### config.mk
export PLATFORM = sky130hd
export DESIGN_NAME = wall_move_ctrl
export DESIGN_NICKNAME = d
export VERILOG_FILES = /design/src/rtl/wall_game_pkg.sv /design/src/rtl/wall_probe_seq.sv /design/src/rtl/wall_move_ctrl.sv
export SDC_FILE = /design/constraint.sdc
export NUM_CORES = 1
export LEC_CHECK = 0
export BUFFER_PORTS_ARGS = -buffer_cell sky130_fd_sc_hd__buf_2
export CAP_MARGIN = 10
export CORE_ASPECT_RATIO = 0.7
export CORE_MARGIN = 3
export CORE_UTILIZATION = 42
export CTS_CLUSTER_DIAMETER = 40
export DETAILED_ROUTE_END_ITERATION = 12
export GPL_TIMING_DRIVEN = 0
export PLACE_DENSITY = 0.62
export SYNTH_ARGS = -nofsm -noshare
export SYNTH_HDL_FRONTEND = slang
export SYNTH_HIERARCHICAL = 1
export SYNTH_SLANG_ARGS = --single-unit
### constraint.sdc
create_clock -name Clk -period 7.7 [get_ports Clk]
set_input_delay 1.155 -clock Clk [delete_from_list [all_inputs] [get_ports Clk]]
set_output_delay 1.155 -clock Clk [all_outputs]
set_load 0.02 [all_outputs]
### src/rtl/wall_game_pkg.sv
// Shared types and constants for the wall-maze movement path.
// Pure declarations: no latency, no flow control.
package wall_game_pkg;

  localparam logic [7:0] KEY_W = 8'h1A;
  localparam logic [7:0] KEY_A = 8'h04;
  localparam logic [7:0] KEY_S = 8'h16;
  localparam logic [7:0] KEY_D = 8'h07;

  localparam int SCREEN_W = 640;
  localparam int SCREEN_H = 480;

  typedef enum logic [1:0] {IDLE, PROBE, WAIT, DECIDE} state_t;

  typedef logic [1:0] corner_t;
  localparam corner_t CORNER_TL = 2'd0;
  localparam corner_t CORNER_TR = 2'd1;
  localparam corner_t CORNER_BL = 2'd2;
  localparam corner_t CORNER_BR = 2'd3;

  typedef struct packed {
    logic               vld;
    logic signed [10:0] dx;
    logic signed [10:0] dy;
  } move_t;

  // Unknown keycodes yield vld=0 and a zero delta.
  function automatic move_t key_to_move(input logic [7:0] key, input int step);
    move_t m;
    m = '0;
    case (key)
      KEY_W: begin m.vld = 1'b1; m.dy = -11'(step); end
      KEY_S: begin m.vld = 1'b1; m.dy = 11'(step);  end
      KEY_A: begin m.vld = 1'b1; m.dx = -11'(step); end
      KEY_D: begin m.vld = 1'b1; m.dx = 11'(step);  end
      default: m = '0;
    endcase
    return m;
  endfunction

endpackage

### src/rtl/wall_probe_seq.sv
// Emits the four sprite-corner probes (TL,TR,BL,BR) one per cycle after start; probe lags start by 1 cycle.
// sample_vld trails each probe by LOOKUP_LAT cycles; no backpressure, start is honoured only when the caller is idle.
module wall_probe_seq
  import wall_game_pkg::*;
#(
  parameter int SPRITE_W   = 16,
  parameter int SPRITE_H   = 16,
  parameter int LOOKUP_LAT = 1
) (
  input  logic       clk,
  input  logic       reset,
  input  logic       start,
  input  logic [9:0] tx,
  input  logic [9:0] ty,
  output logic [9:0] probe_x,
  output logic [9:0] probe_y,
  output corner_t    corner,
  output logic       sample_vld
);

  logic                  active;
  logic                  probe_vld;
  logic [LOOKUP_LAT-1:0] vld_sr;

  assign sample_vld = vld_sr[LOOKUP_LAT-1];

  always_ff @(posedge clk) begin
    if (reset) begin
      active    <= 1'b0;
      corner    <= CORNER_TL;
      probe_x   <= '0;
      probe_y   <= '0;
      probe_vld <= 1'b0;
      vld_sr    <= '0;
    end else begin
      probe_vld <= active;
      // Alignment line: bit LOOKUP_LAT-1 marks the cycle wall_hit belongs to a probe.
      vld_sr    <= (vld_sr << 1) | LOOKUP_LAT'(probe_vld);
      if (start) begin
        active <= 1'b1;
        corner <= CORNER_TL;
      end else if (active) begin
        probe_x <= corner[0] ? tx + 10'(SPRITE_W - 1) : tx;
        probe_y <= corner[1] ? ty + 10'(SPRITE_H - 1) : ty;
        corner  <= corner + 2'd1;
        if (corner == CORNER_BR) active <= 1'b0;
      end
    end
  end

endmodule

### src/rtl/wall_move_ctrl.sv
// Per-frame sprite mover: clamps the keyed step, probes 4 corners in the wall map, commits if none hit.
// Latency tick->pos = 4 + LOOKUP_LAT + 1 cycles; ticks arriving while busy are dropped, never queued.
module wall_move_ctrl #(
  parameter int SPRITE_W   = 16,
  parameter int SPRITE_H   = 16,
  parameter int STEP       = 2,
  parameter int START_X    = 320,
  parameter int START_Y    = 240,
  parameter int SCREEN_W   = wall_game_pkg::SCREEN_W,
  parameter int SCREEN_H   = wall_game_pkg::SCREEN_H,
  parameter int LOOKUP_LAT = 1
) (
  input  logic       Clk,
  input  logic       Reset,
  input  logic       frame_tick,
  input  logic [7:0] keycode,
  output logic [9:0] probe_x,
  output logic [9:0] probe_y,
  input  logic       wall_hit,
  output logic [9:0] pos_x,
  output logic [9:0] pos_y,
  output logic       busy,
  output logic       blocked
);
  import wall_game_pkg::*;

  localparam logic signed [10:0] MAX_X  = 11'(SCREEN_W - SPRITE_W);
  localparam logic signed [10:0] MAX_Y  = 11'(SCREEN_H - SPRITE_H);
  localparam int                 WAIT_W = (LOOKUP_LAT > 1) ? $clog2(LOOKUP_LAT) : 1;

  state_t             state;
  logic [9:0]         tgt_x, tgt_y;
  logic               acc;
  logic [WAIT_W-1:0]  wait_cnt;
  move_t              mv;
  logic signed [10:0] nx_raw, ny_raw;
  logic [9:0]         nx, ny;
  logic               accept;
  logic               hit_now;
  logic               seq_start;
  corner_t            corner;
  logic               sample_vld;

  always_comb begin
    mv     = key_to_move(keycode, STEP);
    nx_raw = $signed({1'b0, pos_x}) + mv.dx;
    ny_raw = $signed({1'b0, pos_y}) + mv.dy;
    if (nx_raw < 11'sd0)     nx = '0;
    else if (nx_raw > MAX_X) nx = MAX_X[9:0];
    else                     nx = nx_raw[9:0];
    if (ny_raw < 11'sd0)     ny = '0;
    else if (ny_raw > MAX_Y) ny = MAX_Y[9:0];
    else                     ny = ny_raw[9:0];
    // A clamped step that goes nowhere is not worth a probe.
    accept = (state == IDLE) && frame_tick && mv.vld && ({nx, ny} != {pos_x, pos_y});
  end

  assign hit_now   = sample_vld && wall_hit;
  assign seq_start = accept;

  wall_probe_seq #(
    .SPRITE_W   (SPRITE_W),
    .SPRITE_H   (SPRITE_H),
    .LOOKUP_LAT (LOOKUP_LAT)
  ) u_seq (
    .clk        (Clk),
    .reset      (Reset),
    .start      (seq_start),
    .tx         (tgt_x),
    .ty         (tgt_y),
    .probe_x    (probe_x),
    .probe_y    (probe_y),
    .corner     (corner),
    .sample_vld (sample_vld)
  );

  always_ff @(posedge Clk) begin
    if (Reset) begin
      state    <= IDLE;
      pos_x    <= 10'(START_X);
      pos_y    <= 10'(START_Y);
      tgt_x    <= '0;
      tgt_y    <= '0;
      acc      <= 1'b0;
      wait_cnt <= '0;
      busy     <= 1'b0;
      blocked  <= 1'b0;
    end else begin
      blocked <= 1'b0;
      if (hit_now) acc <= 1'b1;
      case (state)
        IDLE: begin
          if (accept) begin
            tgt_x <= nx;
            tgt_y <= ny;
            acc   <= 1'b0;
            busy  <= 1'b1;
            state <= PROBE;
          end
        end
        PROBE: begin
          if (corner == CORNER_BR) begin
            wait_cnt <= '0;
            state    <= WAIT;
          end
        end
        WAIT: begin
          if (wait_cnt == WAIT_W'(LOOKUP_LAT - 1)) state <= DECIDE;
          else                                     wait_cnt <= wait_cnt + 1'b1;
        end
        DECIDE: begin
          // The last corner's sample lands on this very edge, so fold it in directly.
          if (acc || hit_now) begin
            blocked <= 1'b1;
          end else begin
            pos_x <= tgt_x;
            pos_y <= tgt_y;
          end
          busy  <= 1'b0;
          state <= IDLE;
        end
        default: state <= IDLE;
      endcase
    end
  end

endmodule
Yosys cells after proc, flatten, opt, wreduce, memory -nomap -nowiden
Cells that the tools add are included.
- bitwise logic cells: 3
- order comparisons: 4
- muxes and demuxes: 25
- equality and inequality tests: 12
- $add $sub $neg: 6
- reduce and logical (&&, ||, !) cells: 17
- operator list (operator ; count):
    10-bit 2-to-1 mux ; 6
    11-bit one-hot mux with 2 select lines ; 2
    11-bit adder ; 2
    11-bit by 1-bit < comparator with 1-bit output (second input constant) ; 2
    10-bit by 4-bit adder with 10-bit output (second input constant) ; 2
    20-bit inequality test ; 1
    8-bit by 3-bit == test with 1-bit output (second input constant) ; 2
    8-bit by 5-bit == test with 1-bit output (second input constant) ; 2
    11-bit by 10-bit > comparator with 1-bit output (second input constant) ; 1
    11-bit > comparator (second input constant) ; 1
    1-bit 2-to-1 mux ; 11
    2-bit AND reduction ; 5
    2-bit one-hot mux with 4 select lines ; 1
    2-bit == test (second input constant) ; 3
    2-bit 2-to-1 mux ; 3
    2-bit inequality test (second input constant) ; 3
    1-bit logical AND ; 4
    1-bit one-hot mux with 2 select lines ; 2
    2-bit nonzero test ; 2
    2-bit OR reduction ; 2
    4-bit OR reduction ; 1
    1-bit NOT ; 3
    3-bit AND reduction ; 1
    2-bit by 1-bit adder with 2-bit output (second input constant) ; 1
    4 further kinds ; 4
- input port bits: 12
- register bits after elaboration: 71
- output and inout port bits: 42
- logic and storage cells: 82

Depth between registers and ports, before layout
- word-level depth: 10
- depth in mapped cells: 20
- depth with buffers taken out: 18

By module
Netlist, hierarchy kept.
- modules (own cells, without submodules) (module ; sequential area each (um^2) ; times used ; area an instance (um^2) ; cells an instance):
    wall_move_ctrl ; 900.9 ; 1 ; 3288.2 ; 423
    wall_probe_seq ; 500.5 ; 1 ; 1276.2 ; 143

Worst setup path before layout
OpenSTA, ideal clock, no wires.
- path kind: in2reg
- start point: in keycode[5]
- end point: reg u_seq.probe_x[9]
- setup slack: 2080 ps
- arrival time: 5474 ps
- stages: 17
- setup time: 146 ps
- data required time: 7554 ps
- buffers on the path: 2
- cells stage by stage: or3_4 > nor4_4 > ha_1 > a211oi_1 > nor4_1 > or4_1 > a22o_1 > a21oi_1 > nand4b_1 > nor4_1 > nand4_1 > o2111ai_2 > inv_2 > buf_2 > nor2b_1 > clkbuf_1 > a311oi_2
- word-level cells in the longest chain between the ends: 10
- elaborated cells on any way between the ends: 23
- classes of those cells: add/sub: 2; order compare: 4; eq/ne: 5; mux: 7; bitwise: 1; reduce/logical: 4
- ends and longest elaborated chain (item ; line ; text):
    start, declared ; wall_move_ctrl.sv:16 ; input logic [7:0] keycode,
    8-bit by 5-bit == test with 1-bit output / 8-bit by 3-bit == test with 1-bit output (equally long branches) ; wall_game_pkg.sv:31 ; case (key)
    11-bit one-hot mux with 2 select lines ; wall_game_pkg.sv:31 ;
    11-bit adder, on equally long branches ; wall_move_ctrl.sv:47, wall_move_ctrl.sv:46 ;
    11-bit by 10-bit > comparator with 1-bit output / 11-bit > comparator (equally long branches) ; wall_move_ctrl.sv:52, wall_move_ctrl.sv:49 ;
    10-bit 2-to-1 mux, on equally long branches ; wall_move_ctrl.sv:52, wall_move_ctrl.sv:49 ;
    10-bit 2-to-1 mux, on equally long branches ; wall_move_ctrl.sv:51, wall_move_ctrl.sv:48 ;
    20-bit inequality test ; wall_move_ctrl.sv:55 ; accept = (state == IDLE) && frame_tick && mv.vld && ({nx, ny} != {pos_x, pos_y});
    1-bit logical AND * ; wall_move_ctrl.sv:55 ;
    named net accept ; wall_move_ctrl.sv:38 ; logic accept;
    1-bit NOT (no source line) * ; - ;
    2-bit AND reduction (no source line) * ; - ;
    end signal, assigned ; wall_probe_seq.sv:43 ; probe_x <= corner[0] ? tx + 10'(SPRITE_W - 1) : tx;
    end, declared ; wall_probe_seq.sv:15 ; output logic [9:0] probe_x,
Mark *: on every way through the listed nets, which the timed path passes. The rest lies on a longest branch.
A chain may end at the register's enable or synchronous reset.

Final worst setup path
- start point: in keycode[5]
- end point: reg u_seq.probe_y[9]
- word-level cells in the longest chain between the ends: 10
- elaborated cells on any way between the ends: 23
- classes of those cells: add/sub: 2; order compare: 4; eq/ne: 5; mux: 7; bitwise: 1; reduce/logical: 4
- ends and longest elaborated chain (item ; line ; text):
    8-bit by 5-bit == test with 1-bit output / 8-bit by 3-bit == test with 1-bit output (equally long branches) ; wall_game_pkg.sv:31 ;
    11-bit one-hot mux with 2 select lines ; wall_game_pkg.sv:31 ;
    11-bit adder, on equally long branches ; wall_move_ctrl.sv:47, wall_move_ctrl.sv:46 ;
    11-bit by 10-bit > comparator with 1-bit output / 11-bit > comparator (equally long branches) ; wall_move_ctrl.sv:52, wall_move_ctrl.sv:49 ;
    10-bit 2-to-1 mux, on equally long branches ; wall_move_ctrl.sv:52, wall_move_ctrl.sv:49 ;
    10-bit 2-to-1 mux, on equally long branches ; wall_move_ctrl.sv:51, wall_move_ctrl.sv:48 ;
    20-bit inequality test ; wall_move_ctrl.sv:55 ;
    1-bit logical AND * ; wall_move_ctrl.sv:55 ;
    named net accept ; wall_move_ctrl.sv:38 ;
    1-bit NOT (no source line) * ; - ;
    2-bit AND reduction (no source line) * ; - ;
    end signal, assigned ; wall_probe_seq.sv:44 ; probe_y <= corner[1] ? ty + 10'(SPRITE_H - 1) : ty;
    end, declared ; wall_probe_seq.sv:16 ; output logic [9:0] probe_y,
Marks and branches as above.

==> out/qor.yml <==
synthMuxAreaShare_pct: 1.837
hold_viol_final: 0
wire_per_inst_um: 16.58
remaining_drc_errors: 0
rr_startpoint: "pos_x[1]$_SDFFE_PP0P_"
antenna_cells: 0
p_int_uw: 645.1
final_core_util_pct: 50.54
rrSetupSlack_ns: 2.58
place_ws_ns: 0.8137
finalCritPeriodShare_pct: 87.06
pwr_density_cell_nw_per_um2: 154.6
combPwrFrac_pct: 4.5
vdd_drop_max_uv: 115.2
startpoint_type: "primary input"
coreArea_um2: 10470
hp-start: "u_seq/probe_y[0]$_SDFFE_PP0P_"
clock_sinks: 70
fp.dieW_um: 130.6
grt_util_all_layers_pct: 21.25
setup_ws_ns: 0.9965
cap_violations: 0
tightest_slew_ns: 0.8853
grt_pass1_vias: 4038
syn_avg_cell_area_um2: 8.064
finClkSkew_ns: 0.005818
synth_fa_ha_area_share_pct: 8.004
die_y_um: 93.22
p_sw_uw: 173.2
grt_max_degree: 14
hpwl_mm: 9.884
p_leak_nw: 2.049
setup_viol: 0
netSwitchingFraction_pct: 21.16
syn_to_final_growth_pct: 15.95
critPathRequiredTime_ns: 7.88
synth_seq_area_share_pct: 30.70
cpMaxStageDelayCell: "nor4_4"
via_count: 4495
ys_seq_elements: 70
tns_ns: 0
synth_compound_area_share_pct: 23.05
slew-limit-headroom_pct: 40.54
overflow: 0
critPathMaxStageDelay_ns: 0.75
hold_path_class: "flip-flop to flip-flop"
synth_top_flop_cell: "dfxtp_1"
root_buffer: "clkbuf_16"
clkTransAtPathRegs_ns: 0.05
synth_cells: 566
drive_above_1_share_pct: 16.25
synth_top_family_by_area: "simple AND/OR/NAND/NOR gates"
synth_edf_count: 0
wl_mm: 12.70
rsz0062_at_grt: "false"
num-nets-final: 669
clock_power_share_pct: 50.9
fp.dieArea_um2: 12170
clkLatencyLatePin_ns: 0.33
rows: 31
synthArstFlopShare_pct: 0
numPlacedInstances: 750
grt_antenna_before_repair: 0
final_cell_mix: "77 x nand2_1, 70 x dfxtp_1, 58 x buf_2"
post_cts_resized: 0
ios: 54
netlist_area_um2: 4564
critPathArrivalTime_ns: 6.88
cts_setup_buffers: 0
critical_path_class: "primary input to flip-flop"
yosys.area.top_type: "dfxtp_1"
period_minus_slack_ns: 6.704
final_cells: 766
synth-simple-area-share_pct: 26.59
ys_types: 80
final_common_cell: "nand2_1"
end_kind: "flip-flop"
yosys-top-cells-area: "dfxtp_1 31%, ha_1 7.1%, nand2_1 6.3%, a21oi_1 5.2%, nor2_1 4.2%"
avgViaCountPerCell: 5.868
start_util_pct: 43.58
clk_path_buf_depth: 2
gp_congestion: 0.8799
cts_inserted_buffers: 9
path_cells: "buf_2 > or3_4 > nor4_4 > ha_1 > buf_2 > nand2_1 > nor4_1 > nor4_1 > a311oi_1 > o21ai_0 > xnor2_1 > a211oi_1 > nand4_1 > o2111ai_2 > inv_2 > buf_2 > nor2b_1 > clkbuf_1 > a311oi_2"
synth-xor-area-share_pct: 5.537
io_buffer_count: 52
outcome: "finished, final reports clean"
cts_hold_buf: 0
cp_max_fo: 13
critPathMostFrequentCell: "buf_2"
synth-warning-count: 6
synth_top_area_share_pct: 30.70
cts_tree: "yes"
critPathLaunch: "keycode[5]"
dr.pass1.iters: 5
power_frac_seq_pct: 44.7
grt_pass1_wl_mm: 20.61
fmax_mhz: 149.2
drtIter0Drc: 393
syn_nets: 606
ant_nets: 0
h-tree-depth: 3
slew_violations: 0
-- layout make-up --
| class | count | area [um^2] |
|---|---|---|
| fill | 1020 | 5180 |
| multi-input combinational | 451 | 2968 |
| sequential | 70 | 1401 |
| clock buffer | 13 | 260.3 |
| timing repair buffer | 52 | 260.3 |
| tap | 132 | 165.2 |
| buffer | 25 | 120.1 |
| inverter | 20 | 75.07 |
| clock inverter | 3 | 42.54 |
-- per-stage QoR --
step	power, mW	cell area, um^2	hold slack (ns)
2_1_floorplan	0.3974	4564	0.4138
3_3_place_gp	0.4079	4990	0.4741
3_5_place_dp	0.4091	4990	0.4847
4_1_cts	0.8251	5293	0.4909
5_1_grt	0.8466	5293	0.5191
6_report	0.8183	5293	0.4914
-- sequential cells by signal, summed over array words and instances, names as in the netlist, 2 cells and up --
name	cells
u_seq/probe_y	10
tgt_x	10
u_seq/corner	2
tgt_y	10
state	2
pos_y	10
u_seq/probe_x	10
pos_x	10
-- cell families after synthesis --
logic type / Yosys count
compound gates: 153
xor+xnor: 28
fa+ha+maj: 28
buf+inv: 45
flops: 70
mux: 8
simple gates: 234
-- final timing paths --
kind,endpoint,cells past startpoint
setup / recovery,u_seq/probe_y[9]$_SDFFE_PP0P_,19
hold / removal,u_seq/probe_y[0]$_SDFFE_PP0P_,2
setup reg to reg,u_seq/probe_y[9]$_SDFFE_PP0P_,16
hold reg to reg,u_seq/probe_y[0]$_SDFFE_PP0P_,2
-- power groups by stage --
stage / clock [mW] / combinational, mW / sequential (mW)
3_5_place_dp: 0 / 0.0357 / 0.373
6_report: 0.416 / 0.0365 / 0.366
4_1_cts: 0.424 / 0.0359 / 0.365
2_1_floorplan: 0 / 0.0240 / 0.373
5_1_grt: 0.441 / 0.0401 / 0.365
3_3_place_gp: 0 / 0.0347 / 0.373
-- synth_stat cells, drive strengths merged (10+ instances only) --
master and number:
nand2 77, dfxtp 70, nor2 51, a21oi 48
o21ai 29, ha 26, inv 20, xnor2 20
a211oi 15, a311oi 15, clkbuf 15, or3 15
nand3 14, nor3 12, buf 10
-- per-layer routing --
metal | global-route usage, % | vias up | routed length (um) | share of wire [%]
met1 | 32.78 | 2133 | 6478 | 51
met3 | 4.338 | 10 | 724 | 5.7
met5 | 0 | - | 0 | 0
met4 | 3.767 | 0 | 64 | 0.50
met2 | 30.56 | 145 | 5433 | 43
li1 | - | 2207 | - | -
-- critical path, delay by kind of cell --
kind / cells / cell delay, ns
AOI/OAI and AO/OA: 5 / 1.63
buffers and inverters: 5 / 1.04
xor gates and xnor gates: 1 / 0.18
adders and majority gates: 1 / 0.22
and+or+nand+nor: 7 / 2.64
Power figures use the tool's default switching activity.
